[src/rtl/prescaler_ctrl_pkg.sv]
// prescaler_ctrl_pkg
//   Shared constants and helpers for the prescaler controller.
//   - NCH_DEF / DIV_W_DEF / CNT_W_DEF : default parameter values
//   - CNT_W_MAX                       : widest supported prescale counter
//   - limit_mask()                    : div_val -> terminal-count mask
package prescaler_ctrl_pkg;

    localparam int NCH_DEF   = 4;
    localparam int DIV_W_DEF = 4;
    localparam int CNT_W_DEF = 8;
    localparam int CNT_W_MAX = 16;

    // Terminal count for a divider select: 2^div_val - 1, saturating to
    // all-ones of the counter width when div_val reaches cnt_w.
    // Bits at or above cnt_w are always zero.
    function automatic logic [CNT_W_MAX-1:0] limit_mask(input int div_val,
                                                        input int cnt_w);
        logic [CNT_W_MAX-1:0] m;
        m = '0;
        for (int i = 0; i < CNT_W_MAX; i++) begin
            m[i] = (i < div_val) && (i < cnt_w);
        end
        return m;
    endfunction

endpackage

[src/rtl/prescaler_ctrl_ch.sv]
// prescaler_ch
//   Single prescaler channel: prescale counter, limit decode and the
//   cnt_en / cnt_clr strobes for one timer.
//   Ports:
//     clk, rst_n : clock, async active-low reset
//     tim_en     : timer enable
//     div_en     : divider enable
//     div_val    : divider select (period 2^div_val)
//     sync_clr   : restart the prescale counter (works even while halted)
//     halt       : registered halt acknowledge from the top; freezes counting
//     cnt_en     : counter-increment strobe
//     cnt_clr    : counter-clear strobe, first cycle after tim_en falls
module prescaler_ch
    import prescaler_ctrl_pkg::*;
#(
    parameter int DIV_W = DIV_W_DEF,
    parameter int CNT_W = CNT_W_DEF
) (
    input  logic             clk,
    input  logic             rst_n,
    input  logic             tim_en,
    input  logic             div_en,
    input  logic [DIV_W-1:0] div_val,
    input  logic             sync_clr,
    input  logic             halt,
    output logic             cnt_en,
    output logic             cnt_clr
);

    logic [CNT_W-1:0]     cnt;
    logic [DIV_W-1:0]     div_val_q;
    logic                 tim_en_q;
    logic [CNT_W_MAX-1:0] lim;
    logic                 at_lim;
    logic                 restart;

    assign lim = limit_mask(int'(div_val), CNT_W);

    // lim has zeros above CNT_W, so a zero-extended compare is exact.
    assign at_lim  = (CNT_W_MAX'(cnt) == lim);

    // The limit comes from the live div_val, so a mid-period change only
    // pulses if the old count already equals the new limit.
    assign restart = ~tim_en | ~div_en | (div_val != div_val_q) | at_lim;

    assign cnt_en  = ~halt & tim_en & (~div_en | (div_val == '0) | at_lim);
    assign cnt_clr = tim_en_q & ~tim_en;

    always_ff @(posedge clk or negedge rst_n) begin
        if (!rst_n) begin
            cnt       <= '0;
            div_val_q <= '0;
            tim_en_q  <= 1'b0;
        end else begin
            tim_en_q  <= tim_en;
            div_val_q <= div_val;
            if (sync_clr) begin
                cnt <= '0;
            end else if (!halt) begin
                if (restart) begin
                    cnt <= '0;
                end else begin
                    cnt <= cnt + CNT_W'(1);
                end
            end
        end
    end

endmodule

[src/rtl/prescaler_ctrl.sv]
// prescaler_ctrl
//   NCH independent timer prescalers with a shared restart (sync_clr) and a
//   shared debugger halt.
//   Ports:
//     clk, rst_n : clock, async active-low reset
//     tim_en     : per-channel timer enable           [NCH]
//     div_en     : per-channel divider enable         [NCH]
//     div_val    : per-channel divider select         [NCH*DIV_W]
//     sync_clr   : single-cycle restart of all prescale counters
//     halt_req   : debugger halt request
//     debug_mode : debug mode active
//     halt_ack   : registered halt acknowledge
//     cnt_en     : per-channel counter-increment strobe [NCH]
//     cnt_clr    : per-channel counter-clear strobe     [NCH]
//   Build option: PRESCALER_CTRL_DBG_HALT_EN enables the debugger halt.
//   Without it halt_ack is 0 and halt_req/debug_mode are ignored.
module prescaler_ctrl
    import prescaler_ctrl_pkg::*;
#(
    parameter int NCH   = NCH_DEF,
    parameter int DIV_W = DIV_W_DEF,
    parameter int CNT_W = CNT_W_DEF
) (
    input  logic                 clk,
    input  logic                 rst_n,
    input  logic [NCH-1:0]       tim_en,
    input  logic [NCH-1:0]       div_en,
    input  logic [NCH*DIV_W-1:0] div_val,
    input  logic                 sync_clr,
    input  logic                 halt_req,
    input  logic                 debug_mode,
    output logic                 halt_ack,
    output logic [NCH-1:0]       cnt_en,
    output logic [NCH-1:0]       cnt_clr
);

`ifdef PRESCALER_CTRL_DBG_HALT_EN
    always_ff @(posedge clk or negedge rst_n) begin
        if (!rst_n) begin
            halt_ack <= 1'b0;
        end else begin
            halt_ack <= halt_req & debug_mode;
        end
    end
`else
    logic halt_unused;
    assign halt_unused = halt_req ^ debug_mode;
    assign halt_ack    = 1'b0;
`endif

    for (genvar i = 0; i < NCH; i++) begin : g_ch
        prescaler_ch #(
            .DIV_W (DIV_W),
            .CNT_W (CNT_W)
        ) u_ch (
            .clk      (clk),
            .rst_n    (rst_n),
            .tim_en   (tim_en[i]),
            .div_en   (div_en[i]),
            .div_val  (div_val[i*DIV_W +: DIV_W]),
            .sync_clr (sync_clr),
            .halt     (halt_ack),
            .cnt_en   (cnt_en[i]),
            .cnt_clr  (cnt_clr[i])
        );
    end

endmodule

[config.mk]
export PLATFORM = sky130hd
export DESIGN_NAME = prescaler_ctrl
export DESIGN_NICKNAME = d
export VERILOG_FILES = /design/src/rtl/prescaler_ctrl_pkg.sv /design/src/rtl/prescaler_ctrl_ch.sv /design/src/rtl/prescaler_ctrl.sv
export SDC_FILE = /design/constraint.sdc
export NUM_CORES = 1
export LEC_CHECK = 0
export CAP_MARGIN = 30
export CORE_MARGIN = 1
export CORE_UTILIZATION = 45
export CTS_CLUSTER_SIZE = 30
export DETAILED_ROUTE_END_ITERATION = 16
export GPL_ROUTABILITY_DRIVEN = 0
export GPL_TIMING_DRIVEN = 1
export HOLD_SLACK_MARGIN = 0.06
export PLACE_DENSITY = 0.69
export SLEW_MARGIN = 20
export SYNTH_ARGS = -nofsm -noshare
export SYNTH_HDL_FRONTEND = slang
export SYNTH_SLANG_ARGS = --single-unit
[constraint.sdc]
create_clock -name clk -period 2.4 [get_ports clk]
set_input_delay 0.48 -clock clk [delete_from_list [all_inputs] [get_ports clk]]
set_output_delay 0.48 -clock clk [all_outputs]
set_load 0.02 [all_outputs]
==> results.json <==
{
  "outcome": "finished with violations",
  "failed_checks": "negative setup slack",
  "clkSinkCount": 52,
  "h_tree_depth": 2,
  "drv.max_cap_violation_count": 0,
  "drive_gt1_frac": 0.347,
  "die_y_um": 85.3,
  "wire_per_inst_um": 15.1,
  "wirelength_um": 7500,
  "post-route-period-util": 1.03,
  "port-buffer-count": 34,
  "grt_pass1_vias": 2664,
  "timing_hold_violations_final": 0,
  "cts_tree": "yes",
  "detailed_place_hpwl_um": 5100,
  "start_kind": "input pin",
  "layout_common_cells": "71 x sky130_fd_sc_hd__buf_4, 52 x sky130_fd_sc_hd__dfrtp_1, 37 x sky130_fd_sc_hd__nand3_1",
  "timing.max_slew.rel_slack": 0.587,
  "areaGrowthSynthToFinish_pct": 35.2,
  "maxClockFrequency_mhz": 405,
  "path_class": "in -> out",
  "power_leakage_nw": 1.86,
  "grt_start_max_net_pins": 28,
  "source_to_sink_clock_delay_at_the_later_pin_of_the_worst_skew_pair_ns": 0.30,
  "synth_sequential_area_ratio": 0.417,
  "ff2ff_setup_slack_ns": 0.40,
  "clock_skew_ns": 0.00722,
  "yosys_register_bits": 52,
  "initial_core_util": 0.478,
  "dieWidth_um": 85.3,
  "worst_r2r_startpoint": "g_ch[2].u_ch.cnt[2]",
  "power.density_cell_area_nw_per_um2": 409,
  "worst-endpoint-arrival_ns": 1.99,
  "intPower_mw": 1.28,
  "tightestPinTransition_ns": 0.620,
  "drt_pre_antenna_iters": 4,
  "post_drt_via_cell_ratio": 5.54,
  "pwr-share-seq": 0.521,
  "placement_rows": 29,
  "final_critical_path_setup_slack_ns": -0.0698,
  "number_of_distinct_library_cells_after_synthesis": 55,
  "drc": 0,
  "placeableCoreArea_sq_um": 6530,
  "nNetsFinal": 450,
  "grt_pass1_wl_um": 12900,
  "preCtsSetupSlack_ns": -0.889,
  "netlist_area_sq_um": 3120,
  "dr.first_iter.drc_count": 125,
  "post_synth.cell_area_avg_sq_um": 9.52,
  "number_of_standard_cells_after_synthesis": 328,
  "timing.critical_path.required_ns": 1.92,
  "clk_root_buffer_cell": "sky130_fd_sc_hd__clkbuf_8",
  "finalPower_mw": 1.73,
  "num_io_pins": 38,
  "reg2reg_to": "g_ch[2].u_ch.cnt[3]",
  "part_of_the_power_in_the_clock_network": 0.303,
  "antenna-diode-count": 0,
  "synth_enable_flop_cells": 0,
  "design.die.area_sq_um": 7280,
  "cp-startpoint": "div_val[0]",
  "antenna_found_initial": 0,
  "synth_ff_type": "sky130_fd_sc_hd__dfrtp_1",
  "route.vias.total": 2744,
  "hold_path_class": "in -> async",
  "grt_use_total": 0.222,
  "clock_transition_at_path_regs_ns": 0.10,
  "core_util_final": 0.647,
  "total_switching_power_mw": 0.452,
  "ir_worst_vdd_v": 0.000360,
  "critical_path_maximum_fanout": 2,
  "finalWorstPathRequiredPeriod_ns": 2.47,
  "drv_slew": 0,
  "timing.critical_path.to_type": "primary output",
  "drt.antenna.violating_nets": 0,
  "yosysWarnings": 0,
  "r2r_cells": 8,
  "globalRouteOverflowTotal": 0,
  "clock_buffers_created_by_tritoncts": 5,
  "clock_path_buffers": 2,
  "power_switching_share": 0.262,
  "layout.cells.most_common": "sky130_fd_sc_hd__buf_4",
  "setup-violations-final": 3,
  "cts.hold.buffers_added": 0,
  "synth_nets": 361,
  "async_flop_share": 1.00,
  "setup_repair_after_global_routing_missed_its_margin": "true",
  "comb_pwr_share": 0.176
}
[registers in the layout, summed over array words and instances, names as in the netlist]
signal / count
g_ch.u_ch.cnt: 32
g_ch.u_ch.div_val_q: 16
g_ch.u_ch.tim_en_q: 4
[synth_stat cells, types with 4 or more instances]
| cell | number | area, sq um |
|---|---|---|
| sky130_fd_sc_hd__a211oi_1 | 4 | 30.0 |
| sky130_fd_sc_hd__a21oi_1 | 10 | 50.1 |
| sky130_fd_sc_hd__a31oi_1 | 4 | 25.0 |
| sky130_fd_sc_hd__and3_1 | 6 | 37.5 |
| sky130_fd_sc_hd__buf_2 | 7 | 35.0 |
| sky130_fd_sc_hd__buf_4 | 10 | 75.1 |
| sky130_fd_sc_hd__clkbuf_1 | 7 | 26.3 |
| sky130_fd_sc_hd__dfrtp_1 | 52 | 1300 |
| sky130_fd_sc_hd__ha_1 | 4 | 50.1 |
| sky130_fd_sc_hd__inv_1 | 4 | 15.0 |
| sky130_fd_sc_hd__nand2_1 | 19 | 71.3 |
| sky130_fd_sc_hd__nand3_1 | 37 | 185 |
| sky130_fd_sc_hd__nor2_1 | 32 | 120 |
| sky130_fd_sc_hd__nor2b_1 | 4 | 25.0 |
| sky130_fd_sc_hd__nor3_1 | 9 | 45.0 |
| sky130_fd_sc_hd__nor4b_1 | 10 | 87.6 |
| sky130_fd_sc_hd__o21a_1 | 4 | 30.0 |
| sky130_fd_sc_hd__or4_1 | 5 | 37.5 |
| sky130_fd_sc_hd__xnor2_1 | 23 | 201 |
| sky130_fd_sc_hd__xor2_1 | 23 | 201 |
[worst max-delay path by stage]
stage	to	slack [ns]
floorplan	cnt_en[0]	-0.07
global placement	cnt_en[2]	-0.83
detailed placement	cnt_en[2]	-0.89
CTS	cnt_en[0]	-0.09
global route	cnt_en[0]	-0.16
finish	cnt_en[0]	-0.07
[critical path, cell delays in order]
cell and delay, ns:
sky130_fd_sc_hd__clkdlybuf4s15_1 0.22, sky130_fd_sc_hd__maj3_2 0.33, sky130_fd_sc_hd__o41a_1 0.35, sky130_fd_sc_hd__nor4_4 0.32
sky130_fd_sc_hd__o21a_1 0.16, sky130_fd_sc_hd__buf_6 0.11
[stage by stage]
step	instance area (sq um)	hold slack, ns	setup TNS [ns]	instances
after floorplan	3150	0.184	-0.113	328
after global placement	3910	0.523	-5.25	476
after detailed placement	3910	0.531	-5.92	476
after CTS	4180	0.197	-0.107	493
after global routing	4220	0.225	-0.410	495
final	4220	0.180	-0.0873	495
[area by class of cell]
type / instances / area, sq um
clock inverter: 1 / 7.51
multi-input combinational: 244 / 1830
inverter: 5 / 18.8
clock buffer: 7 / 86.3
sequential: 52 / 1300
tap: 77 / 96.3
fill: 542 / 2310
timing repair buffer: 109 / 881
[per-layer routing]
| layer | up-vias | wire (um) | GRT usage |
|---|---|---|---|
| li1 | 1336 | - | - |
| met1 | 1352 | 3450 | 0.305 |
| met2 | 54 | 3720 | 0.370 |
| met3 | 2 | 294 | 0.0399 |
| met4 | 0 | 29 | 0.0439 |
| met5 | - | 0 | 0 |
[power by group through the flow]
stage | Sequential, mW | Combinational, mW | Clock (mW)
global placement | 0.917 | 0.272 | 0
CTS | 0.900 | 0.295 | 0.543
floorplan | 0.917 | 0.148 | 0
detailed placement | 0.917 | 0.277 | 0
global route | 0.902 | 0.326 | 0.582
finish | 0.900 | 0.303 | 0.524
[what timing repair did]
| action | in CTS | in global routing |
|---|---|---|
| pin swaps | 19 | 8 |
| buffers inserted | 9 | 2 |
| gates resized for setup | 103 | 14 |
| endpoints found under the hold margin | 0 | 0 |
| setup endpoints to repair | 4 | 4 |
[cells by family (layout without fill, tap and decap cells)]
family | count (synthesis) | after routing | share of synthesized area
DFF | 52 | 52 | 0.417
adders and majority gates | 5 | 5 | 0.0196
AOI/OAI and AO/OA | 47 | 47 | 0.109
and+or+nand+nor | 145 | 145 | 0.271
xor gates and xnor gates | 46 | 46 | 0.129
buffers and inverters | 32 | 122 | 0.0533
other | 1 | 1 | 0.00120
(Power assumes the default switching activity.)
==> edit, RTL diff (config.mk and constraints unchanged) <==
Build with the macro `PRESCALER_CTRL_DBG_HALT_EN` defined.
--- a/src/rtl/prescaler_ctrl.sv
+++ b/src/rtl/prescaler_ctrl.sv
@@ -15,4 +15,6 @@
 //   Build option: PRESCALER_CTRL_DBG_HALT_EN enables the debugger halt.
 //   Without it halt_ack is 0 and halt_req/debug_mode are ignored.
+`define PRESCALER_CTRL_DBG_HALT_EN
+
 module prescaler_ctrl
     import prescaler_ctrl_pkg::*;
Formal check against the unedited RTL: not equivalent (Yosys sat finds a counterexample within 4 cycles, from zero or initial values and one cycle with rst_n low).
==> edit against the unedited design <==
  * The flow still finishes with violations (setup timing)
  * Die area rose by 11%
  * Design area rose by 7.1%
  * Routed wire length rose by 9.5%
  * Maximum frequency rose by 1.8%
  * Worst setup slack improved by 43 ps
  * Global-route usage fell by 1.1 points
  * Total power fell by 1.7%
  * Sequential cell count rose by 1
  * Synthesized area rose by 12%
  * Sequential power rose by 2%
  * Critical path type unchanged
  * Critical endpoint is now cnt_en[1]
==> edit: results (changes against the unedited design) <==
- Status: finished with violations
- Violations in the final reports: setup timing
- Smallest hold slack: 70.06 ps (-109.6 ps)
- Total internal power: 0.001251 W (-1.9%)
- Half-perimeter wire length of the detailed placement result: 5815 um (+14%)
- Number of distinct library cell variants in the gate-level netlist after synthesis: 59 (+7.3%)
- CTS-repair resized insts: 101 (-1.9%)
- 1st-iter DRT viols: 197 (+58%)
- Reg-to-reg slack, setup: 440 ps (+40 ps)
- Launching point of the worst reg2reg path: g_ch[1].u_ch.cnt[1]
- Worst setup endpoint: cnt_en[1]
- Final critical-path setup slack: -26.74 ps (+43.05 ps)
- Syn nets: 442 (+22%)
- Worst EP arrival: 1950 ps (-40 ps)
- Wire length of the first global-routing pass: 14340 um (+11%)
- Endpoint of the worst-slack reg-to-reg timing path: g_ch[1].u_ch.cnt[2]
- Worst voltage drop across the vdd grid: 176.4 uV (-51%)
- Sequential element share of the synthesized area: 0.3799 (-0.03674)
- Net count of the finished layout: 525 (+17%)
- Setup violators final: 2 (-1)
- Biggest area contributors in the synthesized netlist: dfrtp_1, nand2_1, nand3_1, xor2_1, a21oi_1
- Tightest Pin Transition: 364.3 ps (-255.8 ps)
- Average wire length per cell after detail routing: 13.91 um (-8.1%)
- Summed negative setup slack over all endpoints: -32.54 ps (+54.79 ps)
- Leading post-synthesis cells by instance count: dfrtp_1, nand2_1, nand3_1, a21oi_1, clkbuf_1
[edit: changes by cell type after synthesis, moves of 8 or more]
cell,delta
nand4_1,+11
a31oi_1,+9
o21ai_0,+8
xnor2_1,-15
nand2_1,+29
a21oi_1,+12
clkbuf_1,+14
o211ai_1,+12
nor2_1,-15
inv_1,+8
[edit: cells by family (layout without fill, tap and decap cells)]
logic type / after synthesis / after routing / share of synthesized area
multiplexers: 2 / 2 / 0.005735
XOR/XNOR: 25 / 25 / 0.06272
AO/OA/AOI/OAI: 88 / 88 / 0.1728
adder cells (fa/ha/maj): 5 / 5 / 0.01720
AND/OR/NAND/NOR: 182 / 182 / 0.2828
flip-flops: 53 / 53 / 0.3799
buffers and inverters: 54 / 136 / 0.07885
[edit: power groups by stage]
stage | Combinational [W] | Sequential, W | Clock, W
2_1_floorplan | 0.000150 | 0.000936 | 0
3_3_place_gp | 0.000286 | 0.000937 | 0
3_5_place_dp | 0.000291 | 0.000937 | 0
4_1_cts | 0.000297 | 0.000920 | 0.000490
5_1_grt | 0.000334 | 0.000922 | 0.000532
6_report | 0.000305 | 0.000919 | 0.000473
[edit: final cells by class]
cell class / instances / area (um^2)
well taps: 99 / 123.9
multi-input cells: 302 / 2009
fillers: 639 / 2845
clock buffers: 5 / 68.82
clock inverters: 1 / 5.005
inverters: 12 / 45.04
flip-flops and latches: 53 / 1326
repair buffers: 118 / 945.9
[edit: worst max-delay path, stage by stage]
cell and delay (ps):
buf_6 90, or4_4 550, xor2_2 170, a21oi_2 130, nand4_2 140, a311oi_2 220, buf_4 180
[edit: metal layers]
metal / track usage / share of wire / vias up
met1: 0.2889 / 0.48 / 1584
met2: 0.3346 / 0.47 / 72
met4: 0.07258 / 0.016 / 0
li1: - / - / 1653
met5: 0 / 0 / -
met3: 0.03469 / 0.035 / 12
